==> src/rtl/quad_encoder_gen.sv <==
// Rotary encoder emulator: CPU command byte drives quadrature A/B detent steps
// and an optional push-switch press/release cycle.
module quad_encoder_gen #(
  parameter int unsigned CLK_DIV    = 1000,
  parameter int unsigned SW_HOLD    = 50000,
  parameter logic        SW_PRESSED = 1'b0
) (
  input  logic       clk,
  input  logic       reset,
  input  logic       gen_cmd_wr_stb,
  input  logic [7:0] gen_cmd_data,
  input  logic       gen_status_rd_stb,
  output logic [7:0] gen_status_reg,
  output logic       encoder_A,
  output logic       encoder_B,
  output logic       encoder_sw,
  output logic       busy
);

  localparam int unsigned DIV_MAX = (CLK_DIV > SW_HOLD) ? CLK_DIV : SW_HOLD;
  localparam int unsigned DIV_W   = ($clog2(DIV_MAX) > 0) ? $clog2(DIV_MAX) : 1;
  localparam int unsigned STEP_W  = 6;
  localparam logic [DIV_W-1:0] ROT_RELOAD  = DIV_W'(CLK_DIV - 1);
  localparam logic [DIV_W-1:0] HOLD_RELOAD = DIV_W'(SW_HOLD - 1);

  typedef enum logic [1:0] {IDLE, ROTATE, PRESS, RELEASE} state_t;

  state_t            state_q, state_n;
  logic [DIV_W-1:0]  div_q, div_n;
  logic [1:0]        idx_q, idx_n;
  logic [STEP_W-1:0] steps_q, steps_n;
  logic              dir_q, dir_n;
  logic              press_q, press_n;
  logic              overflow_q, overflow_n;
  logic [7:0]        status_q, status_n;
  logic              a_q, b_q, sw_q, sw_n, busy_q, busy_n;

  // State and datapath registers
  always_ff @(posedge clk) begin
    if (reset) begin
      state_q    <= IDLE;
      div_q      <= '0;
      idx_q      <= 2'd0;
      steps_q    <= '0;
      dir_q      <= 1'b0;
      press_q    <= 1'b0;
      overflow_q <= 1'b0;
      status_q   <= 8'd0;
      a_q        <= 1'b0;
      b_q        <= 1'b0;
      sw_q       <= ~SW_PRESSED;
      busy_q     <= 1'b0;
    end else begin
      state_q    <= state_n;
      div_q      <= div_n;
      idx_q      <= idx_n;
      steps_q    <= steps_n;
      dir_q      <= dir_n;
      press_q    <= press_n;
      overflow_q <= overflow_n;
      status_q   <= status_n;
      a_q        <= idx_n[1] ^ idx_n[0];
      b_q        <= idx_n[1];
      sw_q       <= sw_n;
      busy_q     <= busy_n;
    end
  end

  // Next-state and next-output logic
  always_comb begin
    state_n  = state_q;
    div_n    = div_q;
    idx_n    = idx_q;
    steps_n  = steps_q;
    dir_n    = dir_q;
    press_n  = press_q;
    sw_n     = sw_q;
    busy_n   = busy_q;

    case (state_q)
      IDLE: begin
        if (gen_cmd_wr_stb) begin
          dir_n   = gen_cmd_data[7];
          press_n = gen_cmd_data[6];
          steps_n = gen_cmd_data[5:0];
          if (gen_cmd_data[5:0] != 6'd0) begin
            state_n = ROTATE;
            busy_n  = 1'b1;
            div_n   = ROT_RELOAD;
          end else if (gen_cmd_data[6]) begin
            state_n = PRESS;
            busy_n  = 1'b1;
            div_n   = HOLD_RELOAD;
            sw_n    = SW_PRESSED;
          end
        end
      end
      ROTATE: begin
        if (div_q != '0) begin
          div_n = DIV_W'(div_q - 1'b1);
        end else begin
          div_n = ROT_RELOAD;
          idx_n = dir_q ? 2'(idx_q + 2'd1) : 2'(idx_q - 2'd1);
          // Back at the detent: one full step done
          if (idx_n == 2'd0) begin
            steps_n = STEP_W'(steps_q - 1'b1);
            if (steps_q == 6'd1) begin
              if (press_q) begin
                state_n = PRESS;
                div_n   = HOLD_RELOAD;
                sw_n    = SW_PRESSED;
              end else begin
                state_n = IDLE;
                busy_n  = 1'b0;
              end
            end
          end
        end
      end
      PRESS: begin
        if (div_q != '0) begin
          div_n = DIV_W'(div_q - 1'b1);
        end else begin
          state_n = RELEASE;
          div_n   = HOLD_RELOAD;
          sw_n    = ~SW_PRESSED;
        end
      end
      RELEASE: begin
        if (div_q != '0) begin
          div_n = DIV_W'(div_q - 1'b1);
        end else begin
          state_n = IDLE;
          busy_n  = 1'b0;
        end
      end
      default: state_n = IDLE;
    endcase

    // Set wins over a coincident read-clear
    overflow_n = (overflow_q & ~gen_status_rd_stb) | (gen_cmd_wr_stb & busy_q);
    status_n   = gen_status_rd_stb ? {steps_q, overflow_q, busy_q} : status_q;
  end

  assign gen_status_reg = status_q;
  assign encoder_A      = a_q;
  assign encoder_B      = b_q;
  assign encoder_sw     = sw_q;
  assign busy           = busy_q;

endmodule

==> config.mk <==
export PLATFORM = sky130hd
export DESIGN_NAME = quad_encoder_gen
export DESIGN_NICKNAME = d
export VERILOG_FILES = /design/src/rtl/quad_encoder_gen.sv
export SDC_FILE = /design/constraint.sdc
export NUM_CORES = 1
export LEC_CHECK = 0
export CORE_UTILIZATION = 55
export CTS_CLUSTER_SIZE = 10
export DETAILED_ROUTE_END_ITERATION = 6
export PLACE_DENSITY = 0.87
export SLEW_MARGIN = 25
export SYNTH_ARGS = -nofsm -noshare
export SYNTH_HDL_FRONTEND = slang
export SYNTH_SLANG_ARGS = --single-unit
==> constraint.sdc <==
create_clock -name clk -period 3.8 [get_ports clk]
set_clock_uncertainty 0.05 [all_clocks]
set_input_delay 0.76 -clock clk [delete_from_list [all_inputs] [get_ports clk]]
set_output_delay 0.76 -clock clk [all_outputs]
set_load 0.01 [all_outputs]
==> results of run 1 <==
cell usage after synthesis, types with 6 or more instances:
| cell | number |
|---|---|
| mux2i_1 | 13 |
| clkbuf_1 | 11 |
| ha_1 | 9 |
| nand2b_1 | 6 |
| nor2_1 | 36 |
| o31ai_1 | 6 |
| a21oi_1 | 21 |
| nor3_1 | 10 |
| a31oi_1 | 7 |
| dfxtp_1 | 40 |
| inv_1 | 14 |
| nand2_1 | 25 |
worst paths after layout:
path	slack, ns	end	cells after the start
setup / recovery	1.14	div_q[2]$_SDFFE_PP0P_	7
hold / removal	0.43	dir_q$_SDFFE_PP0P_	2
setup reg to reg	1.14	div_q[2]$_SDFFE_PP0P_	7
hold reg to reg	0.43	dir_q$_SDFFE_PP0P_	2
final cells by class:
class / count / area (um^2) / share of cell area, %
Timing Repair Buffer: 26 / 253 / 9.15
Tap cell: 50 / 62.6 / 2.26
Clock buffer: 6 / 72.6 / 2.63
Clock inverter: 2 / 35.0 / 1.27
Sequential cell: 40 / 801 / 29.0
Multi-Input combinational cell: 217 / 1490 / 53.8
Inverter: 14 / 52.6 / 1.90
where the power goes:
group | internal, mW | switching, mW | total, mW
Clock | 0.195 | 0.156 | 0.351
Sequential | 0.531 | 0.155 | 0.686
Combinational | 0.459 | 0.672 | 1.13
Total | 1.18 | 0.982 | 2.17
worst max-delay path: cells and delay by family (launching register included):
family,cells,cell delay [ns]
buf+inv,2,0.42
flops,1,0.39
simple gates,1,0.43
fa+ha+maj,1,0.45
compound gates,3,0.84
cells by family (layout without fill, tap and decap cells):
kind of cell | Yosys count | in the layout | synth area share (%)
simple gates | 113 | 113 | 26.0
compound gates | 75 | 75 | 22.8
flops | 40 | 40 | 33.2
buf+inv | 30 | 48 | 5.14
mux | 14 | 14 | 6.02
fa+ha+maj | 9 | 9 | 4.67
xor+xnor | 6 | 6 | 2.18
routing by layer:
| layer | routed length (um) | part of all wire (%) |
|---|---|---|
| met3 | 493 | 8.4 |
| met1 | 2620 | 45 |
| met4 | 129 | 2.2 |
| met5 | 0 | 0 |
| met2 | 2600 | 44 |
==> results.cfg, run 1 <==
[logic_synthesis]
syn_area_um2 = 2410
syn_nets = 308
synth-edff-count = 0
synth_area_leaders = dfxtp_1, nor2_1, mux2i_1
synth_warnings = 0
synth_top_area_share_pct = 33.2
syn_area_per_cell_um2 = 8.40
synth_cell_types = 58
yosys.area.top_type = dfxtp_1
synth_seq_cells = 40
syn-instance-count = 287
yosysSeqAreaShare_pct = 33.2
ys_async_sr_fraction_pct = 0
ys.flop_type = dfxtp_1

[route]
drt-total-wl_um = 5840
drc_errors = 0
dr.first_iter.drc_count = 179
viasPerCell = 6.48
vias = 2299
first_pass_iters = 6
avgRoutedWirePerCell_um = 16.4
antenna_left = 0

[outcome]
status = finished clean

[cts]
ctsResizeCount = 0
numCtsBuffers = 5
clk_path_buf_depth = 2
htreeDepth = 2
root_buffer = clkbuf_8
numClockSinks = 40
clk_transition_reported_paths_ns = 0.08
cts_setup_buffers = 0
cts_tree = yes
ctsHoldBuffers = 0
clkLatencyLatePin_ns = 0.30

[setup_path]
timing.rr.start = state_q[0]$_SDFFE_PP0P_
cp-start-kind = register
startpoint = state_q[0]$_SDFFE_PP0P_
worst-setup-path-type = register to register
worst-path-max-fanout = 16
worst_ep_required_time_ns = 3.97
slowest_stage = ha_1
slowest_delay_ns = 0.45
crit_chain = inv_1 > ha_1 > inv_1 > a2bb2oi_1 > and2_1 > o21ai_0 > a211oi_1
arrival_ns = 2.83
path_common_cell = inv_1
cp-end-kind = register

[grt]
grt_usage_pct = 27.9
grtUsageMet1_pct = 36.8
use_met2_pct = 43.8
grt_antenna_before_repair = 0
busiest_layer = met2
first_global_vias = 2128
grt_use_met3_pct = 6.17
grt_max_degree = 22
grt-ovfl-total = 0
grt_pass1_wl_um = 9670

[final_layout]
fin_util_pct = 67.1
drive_gt1_share_pct = 9.84
fin_nets = 325
largest_register_ffs = 16
fillers = 331
final_common_cell = dfxtp_1
layout_common_cells = dfxtp_1, nor2_1, nand2_1
finalInstanceArea_um2 = 2760
diodes = 0
area_growth_pct = 14.6
instances_no_fill = 355

[die]
die-area_um2 = 4650
core_region_area_um2 = 4120
die_h_um = 68.2
die_w_um = 68.2
rows = 23
boundaryPins = 24
initial_core_util_pct = 58.6

[power_and_ir_drop]
vdd_drop_max_uv = 347
p_per_area_nw_per_um2 = 785
p_leak_nw = 1.06
power_mw = 2.17

[sta]
holdWs_ns = 0.429
fin_ws_ns = 1.14
maxSlewHeadroom_pct = 43.6
period_minus_slack_ns = 2.66
worst_pin_slew_ns = 0.844
rsz0062_at_grt = no
setup_viol = 0
slew_viol_final = 0
fin_setup_tns_ns = 0
fmax_ghz = 0.376
fin_crit_sh_pct = 70.1
report.final.hold_viol_count = 0

[min_path]
hp-start = dir_q$_SDFFE_PP0P_
hp-class = register to register

[place]
dp_hpwl_um = 4120
dpl_cell_area_um2 = 2660
pre_cts_ws_ns = 1.04
place_congestion = 0.939
post-place-cells = 347
io_buffers = 23

[run]
maxCapViolCount = 0
Power figures use the tool's default switching activity.
==> inputs of run 2 (changes only) <==
Clock period 3.8 ns to 2.6 ns, I/O delays scaled along.
==> run 2 against run 1 <==
Compared with the run above: combinational power up 56%; utilization rose by 1.7 points; clock-buffer cell count shrank 1; clock power grew 50%; critical path type unchanged; highest routed layer unchanged.
==> results.cfg, run 2 (synthesis results as in run 1) <==
[route]
vias = 2398
viasPerCell = 6.62
first_pass_iters = 7
drc_errors = 0
avgRoutedWirePerCell_um = 17.0
dr.first_iter.drc_count = 333
antenna_left = 0
drt-total-wl_um = 6160

[setup_path]
reg2regPathDepth = 7
crit_family = simple AND/OR/NAND/NOR gates
worst-path-max-fanout = 9
worst_ep_required_time_ns = 2.75
r2r_end = steps_q[0]$_SDFFE_PP0P_
cp-start-kind = register
worst-setup-path-type = register to register
cp-end-kind = register
timing.rr.start = div_q[0]$_SDFFE_PP0P_
cp-endpoint = steps_q[0]$_SDFFE_PP0P_
slowest_delay_ns = 0.54
crit_chain = inv_1 > ha_1 > nor4b_4 > and4_1 > a21o_2 > nand2_4 > o41ai_2
slowest_stage = and4_1
arrival_ns = 2.46
cp_num_cells = 7
critPathBufInv = 1
startpoint = div_q[0]$_SDFFE_PP0P_
r2r_setup_slack_ns = 0.29

[final_layout]
area_growth_pct = 17.4
drive_gt1_share_pct = 12.2
fin_util_pct = 68.8
fillers = 336
final_common_cell = dfxtp_1
diodes = 0
layout_common_cells = dfxtp_1, nor2_1, nand2_1
largest_register_ffs = 16
fin_nets = 332

[sta]
fin_crit_sh_pct = 88.8
worst_pin_slew_ns = 0.803
rsz0062_at_grt = no
period_minus_slack_ns = 2.31
setup_viol = 0
report.final.hold_viol_count = 0
fmax_ghz = 0.433
fin_setup_tns_ns = 0
maxSlewHeadroom_pct = 46.2
holdWs_ns = 0.445
slew_viol_final = 0

[power_and_ir_drop]
internal-power_mw = 1.80
switching_share_pct = 45.3
p_clk_share_pct = 16.0
power_mw = 3.29
vdd_drop_max_uv = 561
p_per_area_nw_per_um2 = 1160
p_leak_nw = 1.09
power_frac_comb_pct = 53.7
seq_power_share_pct = 30.3
switching_power_mw = 1.49

[grt]
first_global_vias = 2183
grt_usage_pct = 29.4
grt_pass1_wl_um = 10200
grt_max_degree = 44
grt-ovfl-total = 0
grt_antenna_before_repair = 0

[die]
boundaryPins = 24
die_w_um = 68.2
rows = 23
core_region_area_um2 = 4120
die_h_um = 68.2
die-area_um2 = 4650
initial_core_util_pct = 58.6

[cts]
root_buffer = clkbuf_8
ctsHoldBuffers = 0
ctsResizeCount = 0
cts_tree = yes
numClockSinks = 40
cts_setup_buffers = 0
clk_path_buf_depth = 2
htreeDepth = 2
numCtsBuffers = 5
clkLatencyLatePin_ns = 0.30
clk_transition_reported_paths_ns = 0.09

[min_path]
hp-class = register to register
hp-start = overflow_q$_SDFF_PP0_

[place]
place_congestion = 0.947
io_buffers = 23
dp_hpwl_um = 4300

[run]
maxCapViolCount = 0

[outcome]
status = finished clean
[run 2: cell count changes in the layout (fill, tap and decap cells not counted), sizes merged]
cell	before	now
clkbuf	6	5
buf	3	10
clkinvlp	0	1
[run 2: cell type report]
cell class	instances	area (um^2)	area share (%)
clock buffer	5	68.8	2.43
tap	50	62.6	2.21
multi-input combinational	217	1490	52.5
sequential	40	801	28.3
clock inverter	3	42.5	1.50
timing repair buffer	33	318	11.2
inverter	14	52.6	1.86
[run 2: power groups by stage]
stage	Combinational (mW)	Clock, mW	Sequential, mW
2_1_floorplan	1.29	0	0.941
3_3_place_gp	1.65	0	0.994
3_5_place_dp	1.70	0	0.999
4_1_cts	1.72	0.526	0.988
5_1_grt	1.92	0.558	1.03
6_report	1.76	0.527	0.995
[run 2: per-stage QoR]
stage                     setup slack, ns  area [um^2]  cells
after CTS                           0.306         2830    362
after global routing                0.170         2830    362
after detailed placement            0.158         2720    354
after floorplan                     0.585         2410    287
after global placement              0.269         2720    354
final                               0.290         2830    362
[run 2: worst min path at each step]
stage                                  endpoint  slack, ns  cells past startpoint
after floorplan              dir_q$_SDFFE_PP0P_       0.40                      2
after global placement    overflow_q$_SDFF_PP0_       0.41                      2
after detailed placement  overflow_q$_SDFF_PP0_       0.43                      2
after CTS                 overflow_q$_SDFF_PP0_       0.45                      2
after global routing      overflow_q$_SDFF_PP0_       0.47                      2
final                     overflow_q$_SDFF_PP0_       0.44                      2
[run 2: tightest hold or removal path: cells and delay by family (launching register included)]
family,cells,cell delay [ns]
flip-flops,1,0.32
AO/OA/AOI/OAI,1,0.06
AND/OR/NAND/NOR,1,0.07
[run 2: per-layer routing]
layer  track usage (%)  wire length, um  vias to the layer above
met2              44.6             2770                      141
met1              39.7             2710                     1126
li1                  -                -                     1108
met3              5.17              508                       23
met5                 0                0                        -
met4              14.3              165                        0
